[src/rtl/noc_request_axi.sv]
// noc_request_axi: converts AXI4 AR and AW/W bursts into OpenPiton NC load/store NoC packets, one per 8-byte beat.
module noc_request_axi #(
  parameter int          AXI_ADDR_WIDTH = 40,
  parameter int          AXI_DATA_WIDTH = 64,
  parameter int          AXI_LEN_WIDTH  = 8,
  parameter int          NOC_DATA_WIDTH = 64,
  parameter logic [13:0] SRC_CHIPID     = '0,
  parameter logic [7:0]  SRC_X          = '0,
  parameter logic [7:0]  SRC_Y          = '0,
  parameter logic [13:0] DST_CHIPID     = '0,
  parameter logic [7:0]  DST_X          = '0,
  parameter logic [7:0]  DST_Y          = '0
) (
  input  logic                      clk,
  input  logic                      rst_n,
  input  logic [AXI_ADDR_WIDTH-1:0] m_axi_araddr,
  input  logic [AXI_LEN_WIDTH-1:0]  m_axi_arlen,
  input  logic                      m_axi_arvalid,
  output logic                      m_axi_arready,
  input  logic [AXI_ADDR_WIDTH-1:0] m_axi_awaddr,
  input  logic [AXI_LEN_WIDTH-1:0]  m_axi_awlen,
  input  logic                      m_axi_awvalid,
  output logic                      m_axi_awready,
  input  logic [AXI_DATA_WIDTH-1:0] m_axi_wdata,
  input  logic                      m_axi_wlast,
  input  logic                      m_axi_wvalid,
  output logic                      m_axi_wready,
  output logic                      noc_valid_out,
  output logic [NOC_DATA_WIDTH-1:0] noc_data_out,
  input  logic                      noc_ready_in,
  output logic [5:0]                transaction_type_wr_data,
  output logic                      transaction_type_wr,
  input  logic                      type_fifo_full
);
  typedef enum logic [2:0] {IDLE, RD_H0, RD_H1, RD_H2, WR_H0, WR_H1, WR_H2, WR_DATA} state_t;
  state_t state, state_nx;
  logic [AXI_ADDR_WIDTH-1:0] addr, addr_nx;
  logic [AXI_LEN_WIDTH-1:0] len, len_nx, beat, beat_nx;
  logic [7:0] mshrid;
  logic prio_rd, prio_rd_nx;
  logic grant_rd, grant_wr, fire, is_rd, is_h0, is_h1, is_h2, last_beat;
  logic [63:0] flit0, flit1, flit2, wdata_rev;
  assign grant_rd = state == IDLE && m_axi_arvalid && (!m_axi_awvalid || prio_rd);
  assign grant_wr = state == IDLE && m_axi_awvalid && !grant_rd;
  assign is_rd = state == RD_H0 || state == RD_H1 || state == RD_H2;
  assign is_h0 = state == RD_H0 || state == WR_H0;
  assign is_h1 = state == RD_H1 || state == WR_H1;
  assign is_h2 = state == RD_H2 || state == WR_H2;
  assign last_beat = beat == len;
  assign m_axi_arready = grant_rd;
  assign m_axi_awready = grant_wr;
  assign m_axi_wready = state == WR_DATA && noc_ready_in;
  // Flit 0 is held back while the response-side FIFO cannot take its descriptor.
  assign noc_valid_out = state == RD_H0 ? !type_fifo_full :
                         state == WR_H0 ? m_axi_wvalid && !type_fifo_full :
                         state == WR_DATA ? m_axi_wvalid : state != IDLE;
  assign fire = noc_valid_out && noc_ready_in;
  assign flit0 = {DST_CHIPID, DST_X, DST_Y, 4'd0, is_rd ? 8'd2 : 8'd3, is_rd ? 8'd14 : 8'd15, mshrid, 6'd0};
  assign flit1 = {{(48-AXI_ADDR_WIDTH){1'b0}}, addr, 3'b011, 13'd0};
  assign flit2 = {SRC_CHIPID, SRC_X, SRC_Y, 34'd0};
  assign wdata_rev = {<<8{m_axi_wdata}};
  assign noc_data_out = is_h0 ? flit0 : is_h1 ? flit1 : is_h2 ? flit2 : state == WR_DATA ? wdata_rev : '0;
  assign transaction_type_wr = is_h0 && fire;
  assign transaction_type_wr_data = is_h0 ? {is_rd ? 1'b0 : m_axi_wlast, is_rd && last_beat, 1'b0, addr[3],
                                             is_rd ? 2'd1 : 2'd2} : 6'd0;
  always_comb begin
    state_nx = state;
    addr_nx = addr;
    len_nx = len;
    beat_nx = beat;
    prio_rd_nx = prio_rd;
    case (state)
      IDLE: begin
        if (grant_rd) begin
          state_nx = RD_H0;
          addr_nx = m_axi_araddr;
          len_nx = m_axi_arlen;
          beat_nx = '0;
          prio_rd_nx = 1'b0;
        end else if (grant_wr) begin
          state_nx = WR_H0;
          addr_nx = m_axi_awaddr;
          len_nx = m_axi_awlen;
          beat_nx = '0;
          prio_rd_nx = 1'b1;
        end
      end
      RD_H0: state_nx = fire ? RD_H1 : state;
      RD_H1: state_nx = fire ? RD_H2 : state;
      RD_H2: if (fire) begin
        state_nx = last_beat ? IDLE : RD_H0;
        beat_nx = last_beat ? beat : beat + 1'b1;
        addr_nx = last_beat ? addr : addr + AXI_ADDR_WIDTH'(8);
      end
      WR_H0: state_nx = fire ? WR_H1 : state;
      WR_H1: state_nx = fire ? WR_H2 : state;
      WR_H2: state_nx = fire ? WR_DATA : state;
      WR_DATA: if (fire) begin
        state_nx = m_axi_wlast ? IDLE : WR_H0;
        addr_nx = m_axi_wlast ? addr : addr + AXI_ADDR_WIDTH'(8);
      end
      default: state_nx = IDLE;
    endcase
  end
  always_ff @(posedge clk or negedge rst_n) begin
    if (!rst_n) begin
      state <= IDLE;
      addr <= '0;
      len <= '0;
      beat <= '0;
      mshrid <= '0;
      prio_rd <= 1'b1;
    end else begin
      state <= state_nx;
      addr <= addr_nx;
      len <= len_nx;
      beat <= beat_nx;
      prio_rd <= prio_rd_nx;
      if (transaction_type_wr) mshrid <= mshrid + 8'd1;
    end
  end
endmodule
[config.mk]
export PLATFORM = sky130hd
export DESIGN_NAME = noc_request_axi
export DESIGN_NICKNAME = d
export VERILOG_FILES = /design/src/rtl/noc_request_axi.sv
export SDC_FILE = /design/constraint.sdc
export NUM_CORES = 1
export LEC_CHECK = 0
export ABC_CLOCK_PERIOD_IN_PS = 3200
export BUFFER_PORTS_ARGS = -buffer_cell sky130_fd_sc_hd__buf_4
export CAP_MARGIN = 20
export CORE_MARGIN = 3
export CORE_UTILIZATION = 48
export DETAILED_ROUTE_END_ITERATION = 10
export PLACE_DENSITY = 0.82
export SETUP_SLACK_MARGIN = 0.15
export SYNTH_ARGS = -nofsm -noshare
export SYNTH_HDL_FRONTEND = slang
export SYNTH_SLANG_ARGS = --single-unit
[constraint.sdc]
create_clock -name clk -period 3.2 [get_ports clk]
set_input_delay 0.64 -clock clk [delete_from_list [all_inputs] [get_ports clk]]
set_output_delay 0.64 -clock clk [all_outputs]
set_load 0.02 [all_outputs]
==> impl_metrics.py <==
metrics = {
    "timing": {
        "hold_violations": 0,
        "fin_crit_ns": 2.97,
        "layout_setup_ws_ns": 0.227,
        "fmax_ghz": 0.336,
        "finalSetupViolCount": 0,
        "tns_ns": 0,
        "tightest_slew_ns": 0.876,
        "drv_slew": 0,
        "post-route-period-util": 0.929,
        "skew_ns": 0.00843,
        "relSlewSlack": 0.416,
        "rsz0062_at_grt": "false",
    },
    "cts": {
        "cts_buffers": 9,
        "htree_levels": 3,
        "cts_tree": "built",
        "cts_max_path_buffers": 2,
        "cts_sinks": 68,
        "path_clk_slew_ns": 0.08,
        "clock_latency_ns": 0.34,
        "clock-root-buffer": "clkbuf_8",
        "holdBufCountCts": 0,
    },
    "die": {
        "io_pins": 243,
        "fp.dieArea_um2": 12200,
        "start_util": 0.499,
        "rows": 37,
        "fp.dieW_um": 110,
        "core_area_um2": 10500,
        "die_h_um": 110,
    },
    "placement": {
        "hpwlAfterDp_mm": 14.0,
        "gp_congestion": 0.875,
        "portBuffers": 241,
        "place_ws_ns": 0.370,
    },
    "synth": {
        "netlist_instances": 661,
        "syn-num-nets": 836,
        "synth_top_area_frac": 0.321,
        "synth_cell_types": 65,
        "yosysMostFrequentCell": "nand2_1",
        "postSynth.asyncResetShare": 1.00,
        "netlist_top_cells_area": "dfrtp_1 32%, nand2_1 7.8%, a22o_1 7.2%",
        "synth_area_leader_cell": "dfrtp_1",
        "synth_edf_count": 0,
        "ys_seq_elements": 68,
        "netlist_top_cells_count": "108 x nand2_1, 72 x nor2_1, 67 x dfrtp_1, 43 x a22o_1",
        "ys_warn_count": 0,
        "synth.avg_cell_area_um2": 7.89,
        "synth.cell_area_um2": 5220,
        "synth_ff_type": "dfrtp_1",
        "ys_seq_area_frac": 0.326,
    },
    "drt": {
        "via_count": 6209,
        "drt_iter0_drc": 543,
        "drt-total-wl_mm": 19.2,
        "dr.pass1.iters": 5,
        "routed_via_density": 6.04,
        "routedWlPerCell_um": 18.7,
        "drcViolationCount": 0,
        "ant_nets": 0,
    },
    "worst_setup_path": {
        "critPathTopFamily": "simple AND/OR/NAND/NOR gates",
        "required_ns": 2.56,
        "cp_max_fo": 17,
        "end_kind": "output pin",
        "cp_num_cells": 9,
        "ff2ff_path_depth": 8,
        "critPathSlowestCell": "dfrtp_1",
        "critPathMaxStageDelay_ns": 0.40,
        "worstPathArrival_ns": 2.33,
        "path_cells": "inv_2 -> ha_4 -> nor2b_2 -> or2_2 -> nor2b_4 -> buf_12 -> clkbuf_16 -> a22o_1 -> buf_4",
        "critPathKind": "reg -> out",
        "cp.buffers_inverters": 4,
        "crit_path_start_kind": "flop",
    },
    "global_routing": {
        "grt_pass1_wl_mm": 27.7,
        "grtUsageTotal": 0.291,
        "grt_max_degree": 70,
        "grt_pass1_vias": 5573,
        "met3_usage": 0.0309,
        "gr-max-usage-layer": "met2",
        "met1_usage": 0.378,
        "overflow": 0,
        "antenna_found_initial": 0,
        "grt_use_met2": 0.513,
    },
    "power_and_ir_drop": {
        "power.density_nw_per_um2": 927,
        "leakagePower_nw": 3.65,
        "peakVddDrop_mv": 0.635,
    },
    "flow_run": {
        "cap_violations": 0,
    },
    "cells_and_area": {
        "fillers": 816,
        "syn_to_final_growth_pct": 43.8,
        "nets": 1062,
        "antenna_cells": 0,
        "drive_above_1_share": 0.346,
    },
    "outcome": {
        "status": "finished, final reports clean",
    },
    "hold_path": {
        "worst_hold_path_type": "in -> async",
    },
}
## cell families (layout without fill, tap and decap cells)
logic type / Yosys count / in the layout / share of synthesized area
flip-flops: 68 / 68 / 0.326
multiplexers: 16 / 16 / 0.0317
buffers and inverters: 58 / 289 / 0.0511
XOR/XNOR: 20 / 20 / 0.0336
AND/OR/NAND/NOR: 300 / 300 / 0.275
AO/OA/AOI/OAI: 191 / 191 / 0.265
adder cells (fa/ha/maj): 7 / 7 / 0.0168
other: 1 / 1 / 0.000719
## area by class of cell
class / instances / area (um^2) / area share
timing repair buffer: 264 / 2080 / 0.277
multi-input combinational: 535 / 3310 / 0.441
sequential: 68 / 1700 / 0.227
clock inverter: 6 / 63.8 / 0.00851
inverter: 9 / 33.8 / 0.00450
clock buffer: 10 / 138 / 0.0184
tap: 136 / 170 / 0.0227
## stage by stage
step / instance area [um^2] / power (mW) / hold slack, ns / util / std cells
CTS: 7340 / 6.62 / 0.446 / 0.702 / 1023
finish: 7500 / 6.95 / 0.395 / 0.717 / 1028
detailed placement: 7140 / 5.88 / 0.467 / 0.682 / 1007
floorplan: 5220 / 4.36 / 0.344 / - / 661
global route: 7500 / 7.39 / 0.483 / 0.717 / 1028
global placement: 7140 / 5.74 / 0.463 / 0.682 / 1007
## repair_timing
| action | in CTS | in global routing |
|---|---|---|
| endpoints found under the setup margin | 42 | 37 |
| gates resized for setup | 3 | 9 |
| hold endpoints to repair | 0 | 0 |
| setup buffers | 0 | 1 |
| cloned | 0 | 3 |
| pin swaps | 0 | 0 |
## per-layer routing
metal / share of wire / wire length, um
met1: 0.39 / 7580
met2: 0.50 / 9670
met3: 0.081 / 1560
met4: 0.023 / 437
met5: 0 / 0
## state kept, by name (all words and copies together), names as in the netlist
name and count:
addr 40, beat 8, len 8, mshrid 8, state 3, prio_rd 1
## layout by cell type, fill, tap and decap left out, types with 4 or more instances in the layout
master	Yosys	final
a211oi_1	6	6
a21oi_1	32	32
a22o_1	43	43
a2bb2oi_1	9	9
a31oi_1	13	13
and2_1	20	19
and3_1	22	21
buf_4	3	258
clkbuf_8	0	10
dfrtp_1	67	66
inv_1	9	8
mux2_2	4	4
mux2i_1	12	12
nand2_1	108	108
nand3_1	29	28
nand4_1	13	13
nor2_1	72	72
nor3_1	6	6
nor4_1	5	5
o21ai_0	32	32
o22a_1	9	9
o22ai_1	11	10
o311ai_0	5	5
xnor2_1	11	11
xor2_1	9	9
## power breakdown
| group | total, mW | internal [mW] | switching [mW] |
|---|---|---|---|
| Sequential | 1.74 | 1.22 | 0.515 |
| Combinational | 4.49 | 2.04 | 2.45 |
| Clock | 0.725 | 0.380 | 0.346 |
## final timing paths
check,startpoint,end,slack [ns]
max in group asynchronous,rst_n,state[0],2.17
min reg2reg,mshrid[7],mshrid[7],0.48
min,rst_n,addr[38],0.39
max,state[1],noc_data_out[54],0.23
min in group clk,mshrid[7],mshrid[7],0.48
max reg2reg,state[0],addr[25],0.52
(Power assumes the default switching activity.)
